===== src/rtl/load_mac_unit_if.sv =====
// Command/status bundle for load_mac_unit: the nibble-load/multiply command
// channel plus the multiply status and accumulator outputs.
interface load_mac_unit_if #(
    parameter int W     = 8,
    parameter int ACC_W = 2*W + 4
);
    localparam int IDX_W = (W/4 > 1) ? $clog2(W/4) : 1;

    logic             ena;
    logic             in_valid;
    logic             in_ready;
    logic [2:0]       in_op;
    logic [IDX_W-1:0] in_idx;
    logic [3:0]       in_nib;
    logic             busy;
    logic             done;
    logic [ACC_W-1:0] acc;
    logic             ovf;

    modport master (
        output ena, in_valid, in_op, in_idx, in_nib,
        input  in_ready, busy, done, acc, ovf
    );

    modport slave (
        input  ena, in_valid, in_op, in_idx, in_nib,
        output in_ready, busy, done, acc, ovf
    );
endinterface


===== src/rtl/load_mac_unit.sv =====
// Nibble-loaded operand registers feeding a sequential shift-add multiplier
// that either replaces (MUL) or adds into (MAC) an unsigned accumulator.
module load_mac_unit #(
    parameter int W     = 8,
    parameter int ACC_W = 2*W + 4
) (
    input  logic          clk,
    input  logic          rst_n,
    load_mac_unit_if.slave bus
);
    localparam int IDX_W = (W/4 > 1) ? $clog2(W/4) : 1;
    localparam int CNT_W = $clog2(W);

    localparam logic [2:0] OP_LD_IN  = 3'b000;
    localparam logic [2:0] OP_LD_WGT = 3'b001;
    localparam logic [2:0] OP_MUL    = 3'b010;
    localparam logic [2:0] OP_MAC    = 3'b011;
    localparam logic [2:0] OP_CLR    = 3'b100;

    typedef enum logic [1:0] {
        IDLE = 2'd0,
        MUL  = 2'd1,
        DONE = 2'd2
    } state_t;

    state_t           state, state_nxt;
    logic [W-1:0]     in_r, wgt_r;
    logic [2*W-1:0]   mcand;
    logic [W-1:0]     mplier;
    logic [2*W-1:0]   prod, prod_nxt;
    logic [CNT_W-1:0] cnt;
    logic             is_mac;
    logic             last;
    logic             accept;
    logic [ACC_W:0]   sum;

    assign bus.in_ready = (state == IDLE) && bus.ena;
    assign bus.busy     = (state == MUL);
    assign bus.done     = (state == DONE);
    assign accept       = bus.in_valid && bus.in_ready;

    always_comb begin
        prod_nxt = prod + (mplier[0] ? mcand : '0);
        last     = (cnt == CNT_W'(W-1));
        sum      = {1'b0, bus.acc} + (ACC_W+1)'(prod_nxt);
    end

    always_comb begin
        state_nxt = state;
        unique case (state)
            IDLE: if (accept && (bus.in_op == OP_MUL || bus.in_op == OP_MAC))
                      state_nxt = MUL;
            MUL:  if (bus.ena && last) state_nxt = DONE;
            DONE: if (bus.ena) state_nxt = IDLE;
            default: state_nxt = IDLE;
        endcase
    end

    always_ff @(posedge clk or negedge rst_n) begin
        if (!rst_n)        state <= IDLE;
        else if (bus.ena)  state <= state_nxt;
    end

    // ena gates every register; a stalled multiply simply resumes where it held.
    always_ff @(posedge clk or negedge rst_n) begin
        if (!rst_n) begin
            in_r    <= '0;
            wgt_r   <= '0;
            mcand   <= '0;
            mplier  <= '0;
            prod    <= '0;
            cnt     <= '0;
            is_mac  <= 1'b0;
            bus.acc <= '0;
            bus.ovf <= 1'b0;
        end else if (bus.ena) begin
            case (state)
                IDLE: if (accept) begin
                    case (bus.in_op)
                        OP_LD_IN: begin
                            // Out-of-range indices match no nibble and are dropped.
                            for (int i = 0; i < W/4; i++)
                                if (bus.in_idx == IDX_W'(i)) in_r[4*i +: 4] <= bus.in_nib;
                        end
                        OP_LD_WGT: begin
                            for (int i = 0; i < W/4; i++)
                                if (bus.in_idx == IDX_W'(i)) wgt_r[4*i +: 4] <= bus.in_nib;
                        end
                        OP_MUL, OP_MAC: begin
                            mcand  <= {{W{1'b0}}, in_r};
                            mplier <= wgt_r;
                            prod   <= '0;
                            cnt    <= '0;
                            is_mac <= bus.in_op[0];
                        end
                        OP_CLR: begin
                            bus.acc <= '0;
                            bus.ovf <= 1'b0;
                        end
                        default: ;
                    endcase
                end
                MUL: begin
                    prod   <= prod_nxt;
                    mcand  <= mcand << 1;
                    mplier <= mplier >> 1;
                    cnt    <= cnt + CNT_W'(1);
                    if (last) begin
                        if (is_mac) begin
                            bus.acc <= sum[ACC_W-1:0];
                            bus.ovf <= bus.ovf | sum[ACC_W];
                        end else begin
                            bus.acc <= ACC_W'(prod_nxt);
                            bus.ovf <= 1'b0;
                        end
                    end
                end
                default: ;
            endcase
        end
    end
endmodule


===== src/flat_wrapper.sv =====
// flat-port wrapper written by rule: the top's interface ports become plain ports
module load_mac_unit_flat 
#(
    parameter int W     = 8,
    parameter int ACC_W = 2*W + 4
)
  (clk, rst_n, bus_ena, bus_in_valid, bus_in_op, bus_in_idx, bus_in_nib, bus_in_ready, bus_busy, bus_done, bus_acc, bus_ovf);
  load_mac_unit_if #(.W(W), .ACC_W(ACC_W)) bus_i ();
  input  logic clk;
  input  logic rst_n;
  input wire logic [$bits(bus_i.ena)-1:0] bus_ena;
  input wire logic [$bits(bus_i.in_valid)-1:0] bus_in_valid;
  input wire logic [$bits(bus_i.in_op)-1:0] bus_in_op;
  input wire logic [$bits(bus_i.in_idx)-1:0] bus_in_idx;
  input wire logic [$bits(bus_i.in_nib)-1:0] bus_in_nib;
  output wire logic [$bits(bus_i.in_ready)-1:0] bus_in_ready;
  output wire logic [$bits(bus_i.busy)-1:0] bus_busy;
  output wire logic [$bits(bus_i.done)-1:0] bus_done;
  output wire logic [$bits(bus_i.acc)-1:0] bus_acc;
  output wire logic [$bits(bus_i.ovf)-1:0] bus_ovf;
  assign bus_i.ena = bus_ena;
  assign bus_i.in_valid = bus_in_valid;
  assign bus_i.in_op = bus_in_op;
  assign bus_i.in_idx = bus_in_idx;
  assign bus_i.in_nib = bus_in_nib;
  assign bus_in_ready = bus_i.in_ready;
  assign bus_busy = bus_i.busy;
  assign bus_done = bus_i.done;
  assign bus_acc = bus_i.acc;
  assign bus_ovf = bus_i.ovf;
  load_mac_unit #(.W(W), .ACC_W(ACC_W)) u_core (.clk(clk), .rst_n(rst_n), .bus(bus_i));
endmodule

===== config.mk =====
export PLATFORM = sky130hd
export DESIGN_NAME = load_mac_unit_flat
export DESIGN_NICKNAME = d
export VERILOG_FILES = /design/src/rtl/load_mac_unit_if.sv /design/src/rtl/load_mac_unit.sv /design/src/flat_wrapper.sv
export SDC_FILE = /design/constraint.sdc
export NUM_CORES = 1
export LEC_CHECK = 0
export CAP_MARGIN = 10
export CORE_UTILIZATION = 60
export DETAILED_ROUTE_END_ITERATION = 12
export PLACE_DENSITY = 0.85
export SYNTH_ARGS = -nofsm -noshare
export SYNTH_HDL_FRONTEND = slang
export SYNTH_SLANG_ARGS = --single-unit

===== constraint.sdc =====
create_clock -name clk -period 9.35 [get_ports clk]
set_clock_uncertainty 0.15 [all_clocks]
set_input_delay 1.87 -clock clk [delete_from_list [all_inputs] [get_ports clk]]
set_output_delay 1.87 -clock clk [all_outputs]
set_load 0.005 [all_outputs]

==> results of run 1 <==
cell families (layout without fill, tap and decap cells):
family / count (synthesis) / after routing / share of synthesized area
AOI/OAI and AO/OA: 151 / 151 / 0.2113
xor gates and xnor gates: 25 / 25 / 0.04542
adders and majority gates: 37 / 37 / 0.09586
buffers and inverters: 30 / 67 / 0.02308
DFF: 83 / 83 / 0.4166
muxes: 23 / 23 / 0.05044
and+or+nand+nor: 170 / 170 / 0.1573
how the worst min path moves through the flow:
stage	start	end	cells past startpoint	slack [ns]
global route	u_core.in_r[4]	u_core.in_r[4]	1	0.37
floorplan	u_core.mplier[7]	u_core.mplier[7]	2	0.30
CTS	u_core.mplier[7]	u_core.mplier[7]	2	0.35
global placement	u_core.mplier[7]	u_core.mplier[7]	2	0.32
finish	u_core.mplier[7]	u_core.mplier[7]	2	0.35
detailed placement	u_core.mplier[7]	u_core.mplier[7]	2	0.33
registers in the layout (all words and copies together), names as in the netlist:
name / count
u_core.in_r: 8
u_core.mcand: 16
u_core.bus.acc: 20
u_core.wgt_r: 8
u_core.state: 2
u_core.is_mac: 1
u_core.mplier: 8
u_core.bus.ovf: 1
u_core.prod: 16
u_core.cnt: 3
power by group through the flow:
stage	combinational, W	clock, W	sequential [W]
after floorplan	0.000914	0	0.000570
after global placement	0.00111	0	0.000600
after detailed placement	0.00116	0	0.000608
after CTS	0.00117	0.000269	0.000601
after global routing	0.00132	0.000284	0.000619
final	0.00118	0.000265	0.000603
critical path, delay by kind of cell:
kind	cells	cell delay [ns]
buf+inv	2	1.04
simple gates	2	0.20
per-stage QoR:
stage / util / power [W] / cells / area, um2 / setup WS, ns
CTS: 0.7127 / 0.002044 / 658 / 5622 / 4.216
global placement: 0.6877 / 0.001714 / 642 / 5424 / 4.237
floorplan: - / 0.001483 / 519 / 4986 / 5.276
finish: 0.7127 / 0.002049 / 658 / 5622 / 4.209
global route: 0.7127 / 0.002218 / 658 / 5622 / 4.124
detailed placement: 0.6877 / 0.001772 / 642 / 5424 / 4.229
layout make-up:
| class | count | area share |
|---|---|---|
| Clock buffer | 9 | 0.02203 |
| Multi-Input combinational cell | 406 | 0.4981 |
| Clock inverter | 7 | 0.01313 |
| Timing Repair Buffer | 38 | 0.06588 |
| Tap cell | 102 | 0.02270 |
| Sequential cell | 83 | 0.3695 |
| Inverter | 13 | 0.008680 |
cell usage in the layout, fill, tap and decap left out, drive strengths merged, types with 15 or more instances in the layout:
master         synthesis  layout
dfrtp                 83      83
nand2                 71      71
and2                  16      16
mux2                  17      17
o21ai                 29      29
inv                   12      18
clkdlybuf4s50          0      34
xnor2                 15      15
a21oi                 22      22
nor2                  42      42
a22o                  25      25
a31oi                 19      19
ha                    35      35
routing by layer:
layer  routed length (um)  share of wire  up-vias  global-route usage
li1                     -              -     1952                   -
met5                    0              0        -                   0
met1                 4811           0.44     1978              0.3415
met3                  492          0.045       13             0.04390
met2                 5371           0.49      101              0.4553
met4                  184          0.017        0              0.1115
==> results.tsv, run 1 <==
stage	metric	value	unit
power_and_ir_drop	ir_worst_vdd	0.0002437	V
cts	tritoncts_clock_tree	done	
critical_path	timing.rr.start	u_core.mplier[0]	
cts	cts.sinks	83	
critical_path	critPathLaunchType	primary input	
global_route	first_global_vias	3989	
cts	cell_chosen_for_the_clock_root	sky130_fd_sc_hd__clkbuf_8	
detailed_routing	detail_route.iter0.violations	222	
finish	register_cell_area_after_layout	2077	um2
finish	drive_above_1_share	0.08273	
synth	synth.top_cells.by_count	83 x sky130_fd_sc_hd__dfrtp_1, 71 x sky130_fd_sc_hd__nand2_1, 42 x sky130_fd_sc_hd__nor2_1	
synth	async_reset_ff_frac	1.000	
power_and_ir_drop	p_sw_frac	0.4451	
detailed_routing	detail_route.vias_per_cell	6.146	
critical_path	cp_max_fo	6	
synth	ys_seq_area_frac	0.4166	
cts	clock_insertion_delay_worst_skew	0.37	ns
detailed_routing	detailedRoute.firstPassIterationCount	5	
cts	cts_setup_buffers	0	
synth	yosysWarnings	0	
cts	cts_hold_buf	0	
critical_path	critical-path-max-stage-delay	0.54	ns
floorplan	placement_rows	32	
synth	synthDominantCellAreaShare	0.4166	
global_route	grt_pass1_wl	18230	um
floorplan	core_area	7888	um2
cts	cts_buffers	9	
power_and_ir_drop	p_sw	0.0009118	W
synth	synthCells	519	
place	number_of_buffers_added_on_ports	35	
critical_path	timing.critical_path.required	7.33	ns
cts	ctsHtreeMaxLevel	3	
finish	nNetsFinal	600	
critical_path	cp-end-kind	output pin	
min_path	hold_class	flip-flop to flip-flop	
timing	rsz0062_at_grt	no	
critical_path	crit_end	bus_in_ready	
outcome	run_status	complete, no violations	
detailed_routing	postRouteWirelength	10860	um
detailed_routing	vias	4044	
detailed_routing	drc_errors	0	
timing	max_clock_freq	194.5	MHz
critical_path	critPathKind	primary input to output pin	
timing	max_slew.worst_pin.slew	1.040	ns
synth	mappedNetlistArea	4986	um2
timing	layout_worst_path_cycle_share	0.5498	
finish	fillerInstances	589	
timing	final_hold_viol_count	0	
power_and_ir_drop	seq_power_share	0.294	
synth	synth-edff-count	0	
finish	diodes	0	
cts	clk_pin_slew_worst_paths	0.10	ns
critical_path	rr_endpoint	u_core.bus.acc[19]	
finish	flow.area_growth_from_synthesis	12.75	%
timing	final_slew_violations	0	
global_route	pin_count_of_the_biggest_net_entering_global_routing	84	
timing	maxSlewHeadroom	0.3069	
flow_run	max-cap-violations	0	
synth	post_synth_main_area_contributors	sky130_fd_sc_hd__dfrtp_1 42%, sky130_fd_sc_hd__ha_1 8.8%, sky130_fd_sc_hd__nand2_1 5.3%, sky130_fd_sc_hd__a22o_1 4.2%, sky130_fd_sc_hd__mux2_2 3.8%	
timing	fin_crit	5.141	ns
floorplan	start_util	0.6321	
floorplan	total_die_area	8679	um2
critical_path	setup.worst_path.start	bus_ena	
detailed_routing	drt-wirelength-per-cell	16.50	um
floorplan	die_width	93.16	um
power_and_ir_drop	share_comb_of_total_power	0.576	
global_route	all_layer_global_routing_usage	0.2688	
power_and_ir_drop	leakagePower	2.601	nW
synth	synth_most_common_cell	sky130_fd_sc_hd__dfrtp_1	
power_and_ir_drop	p_per_area	364.4	nW/um2
critical_path	timing.critical_path.cells	clkdlybuf4s50_1, nand2_1, nor2_1, clkdlybuf4s50_1	
power_and_ir_drop	power_report.internal_total	0.001137	W
synth	mappedNetlistNets	568	
timing	hold-worst-slack	0.3531	ns
synth	synth.avg_cell_area	9.607	um2
critical_path	timing.critical_path.mode_cell	sky130_fd_sc_hd__clkdlybuf4s50_1	
cts	cts_resized	0	
synth	post-synth-top-area-cell	sky130_fd_sc_hd__dfrtp_1	
synth	most_frequently_used_flop_master_after_synthesis	sky130_fd_sc_hd__dfrtp_1	
finish	multi_input_comb_area	2800	um2
critical_path	worst_case_register_to_register_setup_slack	4.71	ns
place	dpl.hpwl	7667	um
critical_path	worst-r2r-cell-count	17	
floorplan	design.portCount	36	
global_route	grt_antenna_before_repair	0	
timing	setup_tns	0	ns
detailed_routing	detail-route-antenna-nets	0	
place	globalplace.congestion	0.8673	
power_and_ir_drop	power_frac_clock	0.129	
synth	distinct_cell_type_count_of_the_synthesized_netlist	55	
global_route	gr-total-overflow	0	
floorplan	die_height	93.16	um
synth	synth_seq_cells	83	
critical_path	critPathArrivalTime	3.12	ns
cts	cts_buffer_depth	2	
timing	setup_viol	0	
critical_path	crit_slowest_cell	sky130_fd_sc_hd__clkdlybuf4s50_1	
Note: power is estimated with default switching activity, not from simulation.
==> inputs of run 2 (changes only) <==
CORE_UTILIZATION = 59   (was 60)
PLACE_DENSITY = 0.84   (was 0.85)
clock period = 5 ns   (was 9.35 ns; I/O delays follow)
==> results.tsv, run 2 (synthesized netlist as in run 1, its figures left out) <==
stage	metric	value	unit
finish	largestRegisters	u_core.bus.acc (20), u_core.mcand (16), u_core.prod (16)	
power_and_ir_drop	p_per_area	678.9	nW/um2
power_and_ir_drop	share_comb_of_total_power	0.585	
timing	final_hold_viol_count	0	
timing	layout_worst_path_cycle_share	0.9271	
finish	flow.area_growth_from_synthesis	12.32	%
critical_path	cp-end-kind	flip-flop	
floorplan	design.portCount	36	
timing	setup_tns	0	ns
critical_path	timing.critical_path.cells	and2_1, ha_1, inv_1, fa_1, nor2b_4, o31a_1, or4b_1, a221oi_2, a21oi_2, xor2_2, ha_1, o21a_1, o211ai_1, a21oi_1, o221ai_1, or4_1, nand3_1	
place	dpl.hpwl	7923	um
cts	cts.sinks	83	
min_path	hold_class	flip-flop to flip-flop	
place	number_of_buffers_added_on_ports	35	
critical_path	timing.critical_path.required	5.14	ns
timing	final_slew_violations	0	
detailed_routing	detailedRoute.firstPassIterationCount	4	
detailed_routing	postRouteWirelength	10940	um
cts	cts_setup_buffers	0	
global_route	gr-total-overflow	0	
global_route	all_layer_global_routing_usage	0.2754	
detailed_routing	vias	4033	
cts	cts_buffers	9	
cts	clk_pin_slew_worst_paths	0.09	ns
global_route	pin_count_of_the_biggest_net_entering_global_routing	84	
finish	diodes	0	
finish	fin_util	0.6816	
global_route	first_global_vias	4158	
critical_path	crit_family	compound AO/OA/AOI/OAI gates	
global_route	grt_antenna_before_repair	0	
timing	maxSlewHeadroom	0.3187	
detailed_routing	drt-wirelength-per-cell	16.59	um
global_route	grt_pass1_wl	19090	um
floorplan	start_util	0.6068	
floorplan	core_area	8217	um2
power_and_ir_drop	p_sw	0.001679	W
place	globalplace.congestion	0.9529	
floorplan	placement_rows	33	
floorplan	die_width	93.93	um
finish	drive_above_1_share	0.07762	
power_and_ir_drop	leakagePower	2.575	nW
outcome	run_status	complete, no violations	
cts	cts_resized	0	
power_and_ir_drop	power_report.internal_total	0.002123	W
cts	cts_buffer_depth	2	
critical_path	critical-path-max-stage-delay	0.53	ns
detailed_routing	detail-route-antenna-nets	0	
power_and_ir_drop	ir_worst_vdd	0.0005039	V
cts	tritoncts_clock_tree	done	
timing	setup_viol	0	
power_and_ir_drop	p_sw_frac	0.4415	
critical_path	critical_path.n_buffers_inverters	1	
timing	max_clock_freq	215.7	MHz
flow_run	max-cap-violations	0	
cts	cell_chosen_for_the_clock_root	sky130_fd_sc_hd__clkbuf_8	
critical_path	critPathLaunchType	flip-flop	
finish	most_common_cell_after_layout_fill_and_taps_aside	sky130_fd_sc_hd__dfrtp_1	
finish	largest-register	u_core.bus.acc	
timing	fin_crit	4.636	ns
power_and_ir_drop	seq_power_share	0.298	
finish	nNetsFinal	598	
timing	rsz0062_at_grt	no	
critical_path	timing.critical_path.mode_cell	sky130_fd_sc_hd__ha_1	
critical_path	cp_max_fo	17	
cts	cts_hold_buf	0	
floorplan	die_height	93.93	um
power_and_ir_drop	power_frac_clock	0.117	
critical_path	critPathArrivalTime	4.78	ns
critical_path	critPathKind	flip-flop to flip-flop	
detailed_routing	drc_errors	0	
detailed_routing	detail_route.iter0.violations	201	
cts	ctsHtreeMaxLevel	3	
detailed_routing	detail_route.vias_per_cell	6.120	
finish	layout_common_cells	83 x sky130_fd_sc_hd__dfrtp_1, 71 x sky130_fd_sc_hd__nand2_1, 42 x sky130_fd_sc_hd__nor2_1	
critical_path	crit_slowest_cell	sky130_fd_sc_hd__dfrtp_1	
timing	max_slew.worst_pin.slew	1.022	ns
finish	largest_register_ffs	20	
floorplan	total_die_area	8823	um2
cts	clock_insertion_delay_worst_skew	0.35	ns
-- run 2: cell count changes in the layout (fill, tap and decap cells not counted), sizes merged --
cell / change
inv: -5
clkbuf: +2
clkinv: +1
clkinvlp: +2
buf: -2
-- run 2: worst register-to-register path: stages, from the launching register on --
cell	delay, ns
sky130_fd_sc_hd__dfrtp_1	0.53
sky130_fd_sc_hd__and2_1	0.21
sky130_fd_sc_hd__ha_1	0.21
sky130_fd_sc_hd__inv_1	0.08
sky130_fd_sc_hd__fa_1	0.26
sky130_fd_sc_hd__nor2b_4	0.06
sky130_fd_sc_hd__o31a_1	0.27
sky130_fd_sc_hd__or4b_1	0.50
sky130_fd_sc_hd__a221oi_2	0.35
sky130_fd_sc_hd__a21oi_2	0.15
sky130_fd_sc_hd__xor2_2	0.18
sky130_fd_sc_hd__ha_1	0.39
sky130_fd_sc_hd__o21a_1	0.14
sky130_fd_sc_hd__o211ai_1	0.08
sky130_fd_sc_hd__a21oi_1	0.23
sky130_fd_sc_hd__o221ai_1	0.21
sky130_fd_sc_hd__or4_1	0.50
sky130_fd_sc_hd__nand3_1	0.08
-- run 2: per-layer routing --
layer  up-vias  GRT usage  part of all wire
met4         0     0.1026             0.025
met2        79     0.4805              0.51
met3        19    0.04693             0.026
li1       1953          -                 -
met5         -          0                 0
met1      1982     0.3396              0.44
-- run 2: stage by stage --
step                      hold WS (ns)  total power (W)  worst slack [ns]  cells  cell area (um2)
after floorplan                 0.2997         0.002774            0.9260    519             4986
after global placement          0.3253         0.003214            0.5955    643             5421
after detailed placement        0.3380         0.003333            0.4002    643             5421
after CTS                       0.3642         0.003793            0.3858    659             5600
after global routing            0.3718         0.004133           0.01098    659             5600
final                           0.3611         0.003802            0.3645    659             5600
-- run 2: path summary, 6_finish.rpt --
check                                 start                 end  slack [ns]  cells after the start
hold / removal              u_core.wgt_r[1]     u_core.wgt_r[1]        0.36                      1
setup reg to reg           u_core.mplier[0]  u_core.bus.acc[19]        0.36                     17
setup / recovery           u_core.mplier[0]  u_core.bus.acc[19]        0.36                     17
max in group asynchronous             rst_n     u_core.mcand[0]        3.37                      1
hold reg to reg             u_core.wgt_r[1]     u_core.wgt_r[1]        0.36                      1
min in group asynchronous             rst_n  u_core.bus.acc[19]        0.67                      1
-- run 2: final cells by class --
type,count,area [um2]
Clock buffer,11,141.4
Clock inverter,5,37.54
Fill cell,663,2616
Inverter,13,48.80
Multi-Input combinational cell,406,2809
Sequential cell,83,2077
Tap cell,105,131.4
Timing Repair Buffer,36,355.3
-- run 2: power by group through the flow --
stage | clock, W | combinational (W) | sequential [W]
2_1_floorplan | 0 | 0.00171 | 0.00107
3_3_place_gp | 0 | 0.00209 | 0.00113
3_5_place_dp | 0 | 0.00219 | 0.00114
4_1_cts | 0.000454 | 0.00221 | 0.00113
5_1_grt | 0.000487 | 0.00248 | 0.00117
6_report | 0.000445 | 0.00222 | 0.00113
